File: src/rtl/scarv_cop_pkg.sv
// -----------------------------------------------------------------------------
// scarv_cop_pkg
//   Shared widths, defaults and the buffered-entry type for the COP
//   instruction intake path.
//
//   SCARV_COP_INSN_W        instruction encoding width
//   SCARV_COP_XLEN          GPR width of the captured rs1 operand
//   SCARV_COP_IFIFO_DEPTH   default intake FIFO depth
//   SCARV_COP_MAX_INFLIGHT  default dispatch window
//   SCARV_COP_INFLIGHT_W    width of the in-flight counter (holds up to 15)
// -----------------------------------------------------------------------------
package scarv_cop_pkg;

  localparam int SCARV_COP_INSN_W       = 32;
  localparam int SCARV_COP_XLEN         = 32;
  localparam int SCARV_COP_IFIFO_DEPTH  = 4;
  localparam int SCARV_COP_MAX_INFLIGHT = 2;
  localparam int SCARV_COP_INFLIGHT_W   = 4;

  typedef struct packed {
    logic [SCARV_COP_INSN_W-1:0] enc;
    logic [SCARV_COP_XLEN-1:0]   rs1;
  } scarv_cop_entry_t;

  function automatic scarv_cop_entry_t scarv_cop_mk_entry(
    input logic [SCARV_COP_INSN_W-1:0] enc,
    input logic [SCARV_COP_XLEN-1:0]   rs1
  );
    scarv_cop_entry_t e;
    e.enc = enc;
    e.rs1 = rs1;
    return e;
  endfunction

endpackage

File: src/rtl/scarv_cop_fifo_ptr.sv
// -----------------------------------------------------------------------------
// scarv_cop_fifo_ptr
//   Read/write pointers and occupancy for a power-of-two FIFO. Pointers wrap
//   naturally; full/empty come from the occupancy count so no extra wrap bit
//   is needed on the pointers.
//
//   g_clk    in   core clock
//   g_reset  in   synchronous active-high reset, overrides everything
//   push     in   write one entry at wr_ptr (ignored when full)
//   pop      in   release the entry at rd_ptr (ignored when empty)
//   clr      in   discard all entries; push/pop ignored that cycle
//   rd_ptr   out  index of the oldest entry
//   wr_ptr   out  index of the next free slot
//   count    out  entries held, 0..DEPTH
//   full     out  count == DEPTH
//   empty    out  count == 0
// -----------------------------------------------------------------------------
module scarv_cop_fifo_ptr
  import scarv_cop_pkg::*;
#(
  parameter int DEPTH = SCARV_COP_IFIFO_DEPTH
) (
  input  logic                     g_clk,
  input  logic                     g_reset,
  input  logic                     push,
  input  logic                     pop,
  input  logic                     clr,
  output logic [$clog2(DEPTH)-1:0] rd_ptr,
  output logic [$clog2(DEPTH)-1:0] wr_ptr,
  output logic [$clog2(DEPTH):0]   count,
  output logic                     full,
  output logic                     empty
);

  localparam int PTR_W = $clog2(DEPTH);
  localparam int CNT_W = PTR_W + 1;

  logic [PTR_W-1:0] rd_q, rd_d;
  logic [PTR_W-1:0] wr_q, wr_d;
  logic [CNT_W-1:0] cnt_q, cnt_d;
  logic             do_push;
  logic             do_pop;

  assign full  = (cnt_q == CNT_W'(DEPTH));
  assign empty = (cnt_q == '0);

  always_comb begin
    rd_d    = rd_q;
    wr_d    = wr_q;
    cnt_d   = cnt_q;
    do_push = 1'b0;
    do_pop  = 1'b0;
    if (clr) begin
      rd_d  = '0;
      wr_d  = '0;
      cnt_d = '0;
    end else begin
      do_push = push && !full;
      do_pop  = pop && !empty;
      if (do_push) wr_d = wr_q + 1'b1;
      if (do_pop)  rd_d = rd_q + 1'b1;
      // Simultaneous push and pop leaves occupancy unchanged.
      if (do_push && !do_pop) begin
        cnt_d = cnt_q + 1'b1;
      end else if (do_pop && !do_push) begin
        cnt_d = cnt_q - 1'b1;
      end
    end
  end

  always_ff @(posedge g_clk) begin
    if (g_reset) begin
      rd_q  <= '0;
      wr_q  <= '0;
      cnt_q <= '0;
    end else begin
      rd_q  <= rd_d;
      wr_q  <= wr_d;
      cnt_q <= cnt_d;
    end
  end

  assign rd_ptr = rd_q;
  assign wr_ptr = wr_q;
  assign count  = cnt_q;

endmodule

File: src/rtl/scarv_cop_ififo.sv
// -----------------------------------------------------------------------------
// scarv_cop_ififo
//   Instruction intake buffer in front of the COP decoder. Instructions and
//   their rs1 operand arrive from the host CPU over req/ack, are held in
//   order, and the oldest is offered to the decoder over valid/ready. A
//   counter of dispatched-but-uncompleted instructions closes the dispatch
//   window at MAX_INFLIGHT. Encodings pass through unmodified.
//
//   g_clk         in   core clock
//   g_reset       in   synchronous active-high reset; forces all outputs to 0
//   cpu_insn_req  in   CPU offers an instruction
//   cpu_insn_ack  out  instruction accepted this cycle (!full && !flush)
//   cpu_insn_enc  in   instruction encoding
//   cpu_rs1       in   rs1 value captured with the instruction
//   flush         in   discard all buffered, not yet dispatched entries
//   id_valid      out  head entry is dispatchable
//   id_ready      in   decoder takes the head entry
//   id_encoded    out  head encoding (0 when empty)
//   id_rs1        out  head rs1 value (0 when empty)
//   ex_done       in   one dispatched instruction completed (pulse)
//   fifo_count    out  entries held, 0..DEPTH
//   inflight      out  dispatched, uncompleted instructions
// -----------------------------------------------------------------------------
module scarv_cop_ififo
  import scarv_cop_pkg::*;
#(
  parameter int DEPTH        = SCARV_COP_IFIFO_DEPTH,
  parameter int MAX_INFLIGHT = SCARV_COP_MAX_INFLIGHT
) (
  input  logic                              g_clk,
  input  logic                              g_reset,
  input  logic                              cpu_insn_req,
  output logic                              cpu_insn_ack,
  input  logic [SCARV_COP_INSN_W-1:0]       cpu_insn_enc,
  input  logic [SCARV_COP_XLEN-1:0]         cpu_rs1,
  input  logic                              flush,
  output logic                              id_valid,
  input  logic                              id_ready,
  output logic [SCARV_COP_INSN_W-1:0]       id_encoded,
  output logic [SCARV_COP_XLEN-1:0]         id_rs1,
  input  logic                              ex_done,
  output logic [$clog2(DEPTH):0]            fifo_count,
  output logic [SCARV_COP_INFLIGHT_W-1:0]   inflight
);

  localparam int PTR_W = $clog2(DEPTH);
  localparam int IF_W  = SCARV_COP_INFLIGHT_W;
  localparam logic [IF_W-1:0] MAX_IF = IF_W'(MAX_INFLIGHT);

  scarv_cop_entry_t mem_q [DEPTH];
  scarv_cop_entry_t head;

  logic [PTR_W-1:0] rd_ptr;
  logic [PTR_W-1:0] wr_ptr;
  logic [PTR_W:0]   count;
  logic             full;
  logic             empty;
  logic             push;
  logic             pop;
  logic             can_issue;

  logic [IF_W-1:0]  inflight_q;
  logic [IF_W-1:0]  inflight_d;

  // Intake side never looks at id_ready, so there is no ready->ack path.
  // Reset gates the combinational outputs so everything reads 0 during the
  // reset cycle regardless of the registered state.
  assign cpu_insn_ack = !g_reset && !full && !flush;
  assign push         = cpu_insn_req && cpu_insn_ack;

  assign can_issue = (inflight_q < MAX_IF);
  assign id_valid  = !g_reset && !empty && can_issue && !flush;
  assign pop       = id_valid && id_ready;

  scarv_cop_fifo_ptr #(
    .DEPTH (DEPTH)
  ) u_ptr (
    .g_clk   (g_clk),
    .g_reset (g_reset),
    .push    (push),
    .pop     (pop),
    .clr     (flush),
    .rd_ptr  (rd_ptr),
    .wr_ptr  (wr_ptr),
    .count   (count),
    .full    (full),
    .empty   (empty)
  );

  // Written only at wr_ptr, which never aliases rd_ptr while the FIFO is
  // non-empty and accepting, so the head stays stable until it is popped.
  // Storage needs no reset: the head is masked to 0 whenever empty.
  always_ff @(posedge g_clk) begin
    if (push) begin
      mem_q[wr_ptr] <= scarv_cop_mk_entry(cpu_insn_enc, cpu_rs1);
    end
  end

  assign head       = mem_q[rd_ptr];
  assign id_encoded = (!g_reset && !empty) ? head.enc : '0;
  assign id_rs1     = (!g_reset && !empty) ? head.rs1 : '0;

  // Dispatch adds one, completion removes one. Flush leaves the count alone
  // because already-dispatched instructions still report ex_done.
  always_comb begin
    inflight_d = inflight_q;
    unique case ({pop, ex_done})
      2'b10: inflight_d = inflight_q + 1'b1;
      2'b01: begin
        if (inflight_q != '0) inflight_d = inflight_q - 1'b1;
      end
      default: inflight_d = inflight_q;
    endcase
  end

  always_ff @(posedge g_clk) begin
    if (g_reset) begin
      inflight_q <= '0;
    end else begin
      inflight_q <= inflight_d;
    end
  end

  assign fifo_count = g_reset ? '0 : count;
  assign inflight   = g_reset ? '0 : inflight_q;

  // A completion with nothing outstanding means the execute stage and this
  // buffer disagree about what was dispatched.
  a_ex_done_underflow : assert property (
    @(posedge g_clk) disable iff (g_reset) !(ex_done && (inflight_q == '0))
  );

endmodule

File: config.mk
export PLATFORM = sky130hd
export DESIGN_NAME = scarv_cop_ififo
export DESIGN_NICKNAME = d
export VERILOG_FILES = /design/src/rtl/scarv_cop_pkg.sv /design/src/rtl/scarv_cop_fifo_ptr.sv /design/src/rtl/scarv_cop_ififo.sv
export SDC_FILE = /design/constraint.sdc
export NUM_CORES = 1
export LEC_CHECK = 0
export CAP_MARGIN = 20
export CORE_MARGIN = 4
export CORE_UTILIZATION = 60
export CTS_BUF_LIST = sky130_fd_sc_hd__clkbuf_4
export DETAILED_ROUTE_END_ITERATION = 6
export PLACE_DENSITY_LB_ADDON = 0.1
export SKIP_CTS_REPAIR_TIMING = 1
export SLEW_MARGIN = 20
export SYNTH_ARGS = -nofsm -noshare
export SYNTH_HDL_FRONTEND = slang
export SYNTH_SLANG_ARGS = --single-unit
File: constraint.sdc
create_clock -name g_clk -period 6.85 [get_ports g_clk]
set_input_delay 1.0275 -clock g_clk [delete_from_list [all_inputs] [get_ports g_clk]]
set_output_delay 1.0275 -clock g_clk [all_outputs]
set_load 0.05 [all_outputs]
# After elaboration in Yosys (flattened, before gate mapping)
# Memory sizes are Yosys's and may differ from the RTL's. A register that Yosys moved wholly into a read port is not among the register bits.
# Index checks and enable logic that the tools add are counted.
# op_classes
addsub,6
mul,0
n_div,0
magnitude_cmp,1
eq_ne,4
shift,0
n_mux,12
bitwise,0
n_reduce_logical,23
# op_table
operator,n
32-bit two-way mux,2
1-bit logical AND,11
3-bit two-way mux,3
4-bit two-way mux,2
4-bit case mux with 2 select lines,1
1-bit logical NOT,6
2-bit by 1-bit adder with 2-bit output (second input constant),2
4-bit by 1-bit adder with 4-bit output (second input constant),1
4-bit by 2-bit < comparator with 1-bit output (second input constant),1
2-bit two-way mux,2
2-bit nonzero test,2
4-bit nonzero test,1
4-bit by 1-bit subtractor with 4-bit output (second input constant),1
3-bit by 1-bit adder with 3-bit output (second input constant),1
3-bit equality test (second input constant),1
3-bit logical NOT,1
3-bit by 1-bit subtractor with 3-bit output (second input constant),1
2-bit by 1-bit equality test with 1-bit output (second input constant),1
2-bit equality test (second input constant),1
1-bit two-way mux,2
2-bit != test (second input constant),1
2-bit AND reduction,1
2-bit OR reduction,1
# word_totals
register_bits,11
latch_bits,0
ram_bits,256
romBits,0
in_bits,70
output_inout_bits,73
n_memories,1
# memory_table
memory,depth,word_bits,rd,rd_clocked_by_memory_dff,wr,line_no,source
mem_q,4,64,1,1,1,scarv_cop_ififo.sv:50,scarv_cop_entry_t mem_q [DEPTH];

# Logic depth before layout (Yosys ltp)
# logic_depth
ltp_word,10
ltp_mapped,9
depth_no_buf,9

# Cells and area by module
# Synthesis repeated with hierarchy kept, for this count alone.
# unflattened
cells_unflattened,491
area_unflattened_um2,10486.3
# by_module_without_submodules
mod,instances,cells_per_inst,area_per_inst_um2,seq_area_each_um2
scarv_cop_ififo,1,454,10134.7,7767.4
scarv_cop_fifo_ptr,1,37,351.6,140.1

# Least setup slack after synthesis
# No wires, ideal clock.
# synth_path
path_type,in2reg
from,input g_reset
to,memory mem_q[0][0] in the netlist's numbering (enable)
setup_time_ps,429
t_arrival_ps,3064
required_ps,6421
path_slack_ps,3357
stages,4
n_path_buf,1
path_cell_list,nor2_1 > o311a_1 > clkbuf_1 > and2_1
# synth_via
elab_chain_len,6
# synth_lines
element,line_no,source
from (decl),scarv_cop_ififo.sv:31,"input logic g_reset,"
1-bit logical NOT,scarv_cop_ififo.sv:68,assign cpu_insn_ack = !g_reset && !full && !flush;
1-bit logical AND (2 in series),scarv_cop_ififo.sv:68,
1-bit logical AND,scarv_cop_ififo.sv:69,assign push = cpu_insn_req && cpu_insn_ack;
1-bit two-way mux,scarv_cop_ififo.sv:94,if (push) begin
1-bit two-way mux (implied by the code),scarv_cop_ififo.sv:95,"mem_q[wr_ptr] <= scarv_cop_mk_entry(cpu_insn_enc, cpu_rs1);"
to (decl),scarv_cop_ififo.sv:50,
# No other way between the ends.

# Worst setup path after layout
# layout_path
from,input g_reset
to,output id_rs1[31]
# layout_via
elab_chain_len,3
# layout_lines
element,line_no,source
1-bit logical NOT,scarv_cop_ififo.sv:101,assign id_rs1 = (!g_reset && !empty) ? head.rs1 : '0;
1-bit logical AND,scarv_cop_ififo.sv:101,
32-bit two-way mux,scarv_cop_ififo.sv:101,
to (decl),scarv_cop_ififo.sv:40,"output logic [SCARV_COP_XLEN-1:0] id_rs1,"
# No other way between the ends.

==> out/qor.yml <==
rsz0062_at_grt: "false"
mostFrequentLayoutCells: "edfxtp_1 (256), clkdlybuf4s50_1 (142), clkbuf_4 (98)"
gr-total-overflow: 0
p_seq_frac: 0.547
rows: 48
multi_input_area_mm2: 0.00239
ant_nets: 0
layout_commonest_cell: "edfxtp_1"
synth_top_flop_cell: "edfxtp_1"
relSlewSlack: 0.323
route.detailed.drc: 0
clock_tree.root_cell: "clkbuf_4"
gp_congestion: 0.785
syn_inst: 503
switching_power_uw: 736
cp-end-kind: "output pin"
cpPeakStageDelay_ps: 860
setup_ws_ps: 2080
slew_violations: 0
worst_pin_slew_ps: 1020
power_uw: 3340
worstSetupPathType: "in2out"
start_util: 0.610
wire_per_inst_um: 21.1
fin_crit_ps: 4770
synth_edf_count: 256
io-pin-count: 143
worst-path-buf-inv: 3
intPower_uw: 2610
wirelength_um: 20200
cp.arrival_ps: 3740
synthArstFlopShare: 0
crit_path_cell_trace: "clkdlybuf4s50_1 > inv_2 > and3_1 > clkdlybuf4s50_1"
cts_made_buffers: 66
dpl.hpwl_um: 10900
crit_path_frequent_cell: "clkdlybuf4s50_1"
pwr-share-comb: 0.067
seq_area_frac_synth: 0.756
finalSetupViolCount: 0
portBuffers: 142
p_per_area_mw_per_mm2: 258
clockBufferDepth: 3
grt_pass1_vias: 6098
fmax_mhz: 210
synthesis.nets: 582
clock-sinks: 269
h-tree-depth: 3
grt_usage: 0.213
final_core_util: 0.751
dpl_worst_slack_ps: 2080
final.setup_skew_ps: 33.4
die_area_mm2: 0.0197
hp-class: "reg2reg"
clock_latency_ps: 650
synth_seq_cells: 269
drive_gt1_frac: 0.252
die_h_um: 140
via_per_inst: 5.77
yosys_warnings: 0
area_growth_pct: 23.2
grt_pass1_wl_um: 32200
via_count: 5519
slowest_stage: "inv_2"
syn_avg_cell_area_um2: 20.9
maxCapViolCount: 0
grt_max_degree: 69
cp-start-kind: "input port"
cp_max_fo: 65
dpl_cell_area_mm2: 0.0121
ys_types: 34
peakVddDrop_v: 0.000188
power_frac_clock: 0.386
cts_tree: "done"
swShare: 0.220
tns_ps: 0
crit_family: "buffers and inverters"
leakagePower_uw: 0.00442
antenna_found_initial: 1
finalHoldViolCount: 0
core_mm2: 0.0172
syn_area_mm2: 0.0105
seq_area_mm2: 0.00796
die_w_um: 140
period_share: 0.696
first_pass_iters: 4
status: "completed"
fillerInstances: 983
drt_iter0_markers: 308
design_area_mm2: 0.0129
clk_pin_slew_ps: 60
nNetsFinal: 763
crit_required_ps: 5820
through the flow:
step | std cells | hold WS, ps
after CTS | 954 | 549
after global routing | 956 | 598
after detailed placement | 840 | 527
after global placement | 840 | 498
after floorplan | 503 | 484
final | 956 | 543
cell usage after synthesis, drive strengths merged, types with 2 or more instances:
library cell	count	share of area
fa	2	0.0038
inv	9	0.0032
o31ai	2	0.0014
dfxtp	13	0.025
clkbuf	18	0.0064
a21o	2	0.0014
ha	7	0.0083
and3	65	0.039
nor2b	4	0.0024
buf	13	0.0079
a21oi	3	0.0025
xor2	5	0.0042
nand2	3	0.0011
mux4	64	0.14
edfxtp	256	0.73
mux2	3	0.0032
mux2i	2	0.0019
nor2	15	0.0054
and2	4	0.0024
or3	2	0.0017
power by group through the flow:
stage / Sequential, µW / Clock, µW / Combinational (µW)
after floorplan: 1860 / 0 / 125
after global routing: 1830 / 1420 / 242
after detailed placement: 1870 / 0 / 223
after global placement: 1860 / 0 / 215
after CTS: 1830 / 1320 / 225
final: 1830 / 1290 / 225
logic make-up (layout without fill, tap and decap cells):
family,after synthesis,in the layout,synth area share
flip-flops,269,269,0.756
AND/OR/NAND/NOR,98,98,0.0558
multiplexers,69,69,0.142
buffers and inverters,40,267,0.0175
AO/OA/AOI/OAI,12,12,0.0108
adder cells (fa/ha/maj),9,9,0.0121
XOR/XNOR,6,6,0.00500
other,0,1,0
path summary, 6_finish.rpt:
path | depth (start not counted) | end | startpoint | slack, ps
setup / recovery | 4 | id_rs1[31] | g_reset | 2080
setup reg to reg | 9 | inflight_q[3] | u_ptr.count[0] | 3760
hold / removal | 2 | register | u_ptr.rd_ptr[0] | 540
hold reg to reg | 2 | register | u_ptr.rd_ptr[0] | 540
metal layers:
metal / vias to the layer above / global-route usage / wire, µm
li1: 2470 / - / -
met1: 2816 / 0.266 / 7990
met2: 193 / 0.351 / 10300
met3: 40 / 0.0625 / 1350
met4: 0 / 0.0964 / 514
met5: - / 0 / 0
layout make-up:
class,count,area share
antenna,1,0.000193
clock buffer,98,0.0568
clock inverter,16,0.00706
inverter,9,0.00261
multi-input combinational,194,0.184
sequential,269,0.615
tap,225,0.0218
timing repair buffer,144,0.113
registers in the layout, indices dropped and copies added (netlist names), named ones only:
signal        flops
u_ptr.count       3
inflight_q        4
u_ptr.rd_ptr      2
u_ptr.wr_ptr      2
mem_q           256
worst register-to-register path, stage by stage, from the launching register on:
cell and delay [ps]:
dfxtp_1 490, or3_4 670, nand3_2 330, nand2_1 200, inv_1 70, ha_1 280, a21o_1 200, a2111oi_0 410
mux2i_1 130, o31ai_1 220
(Power assumes the default switching activity.)
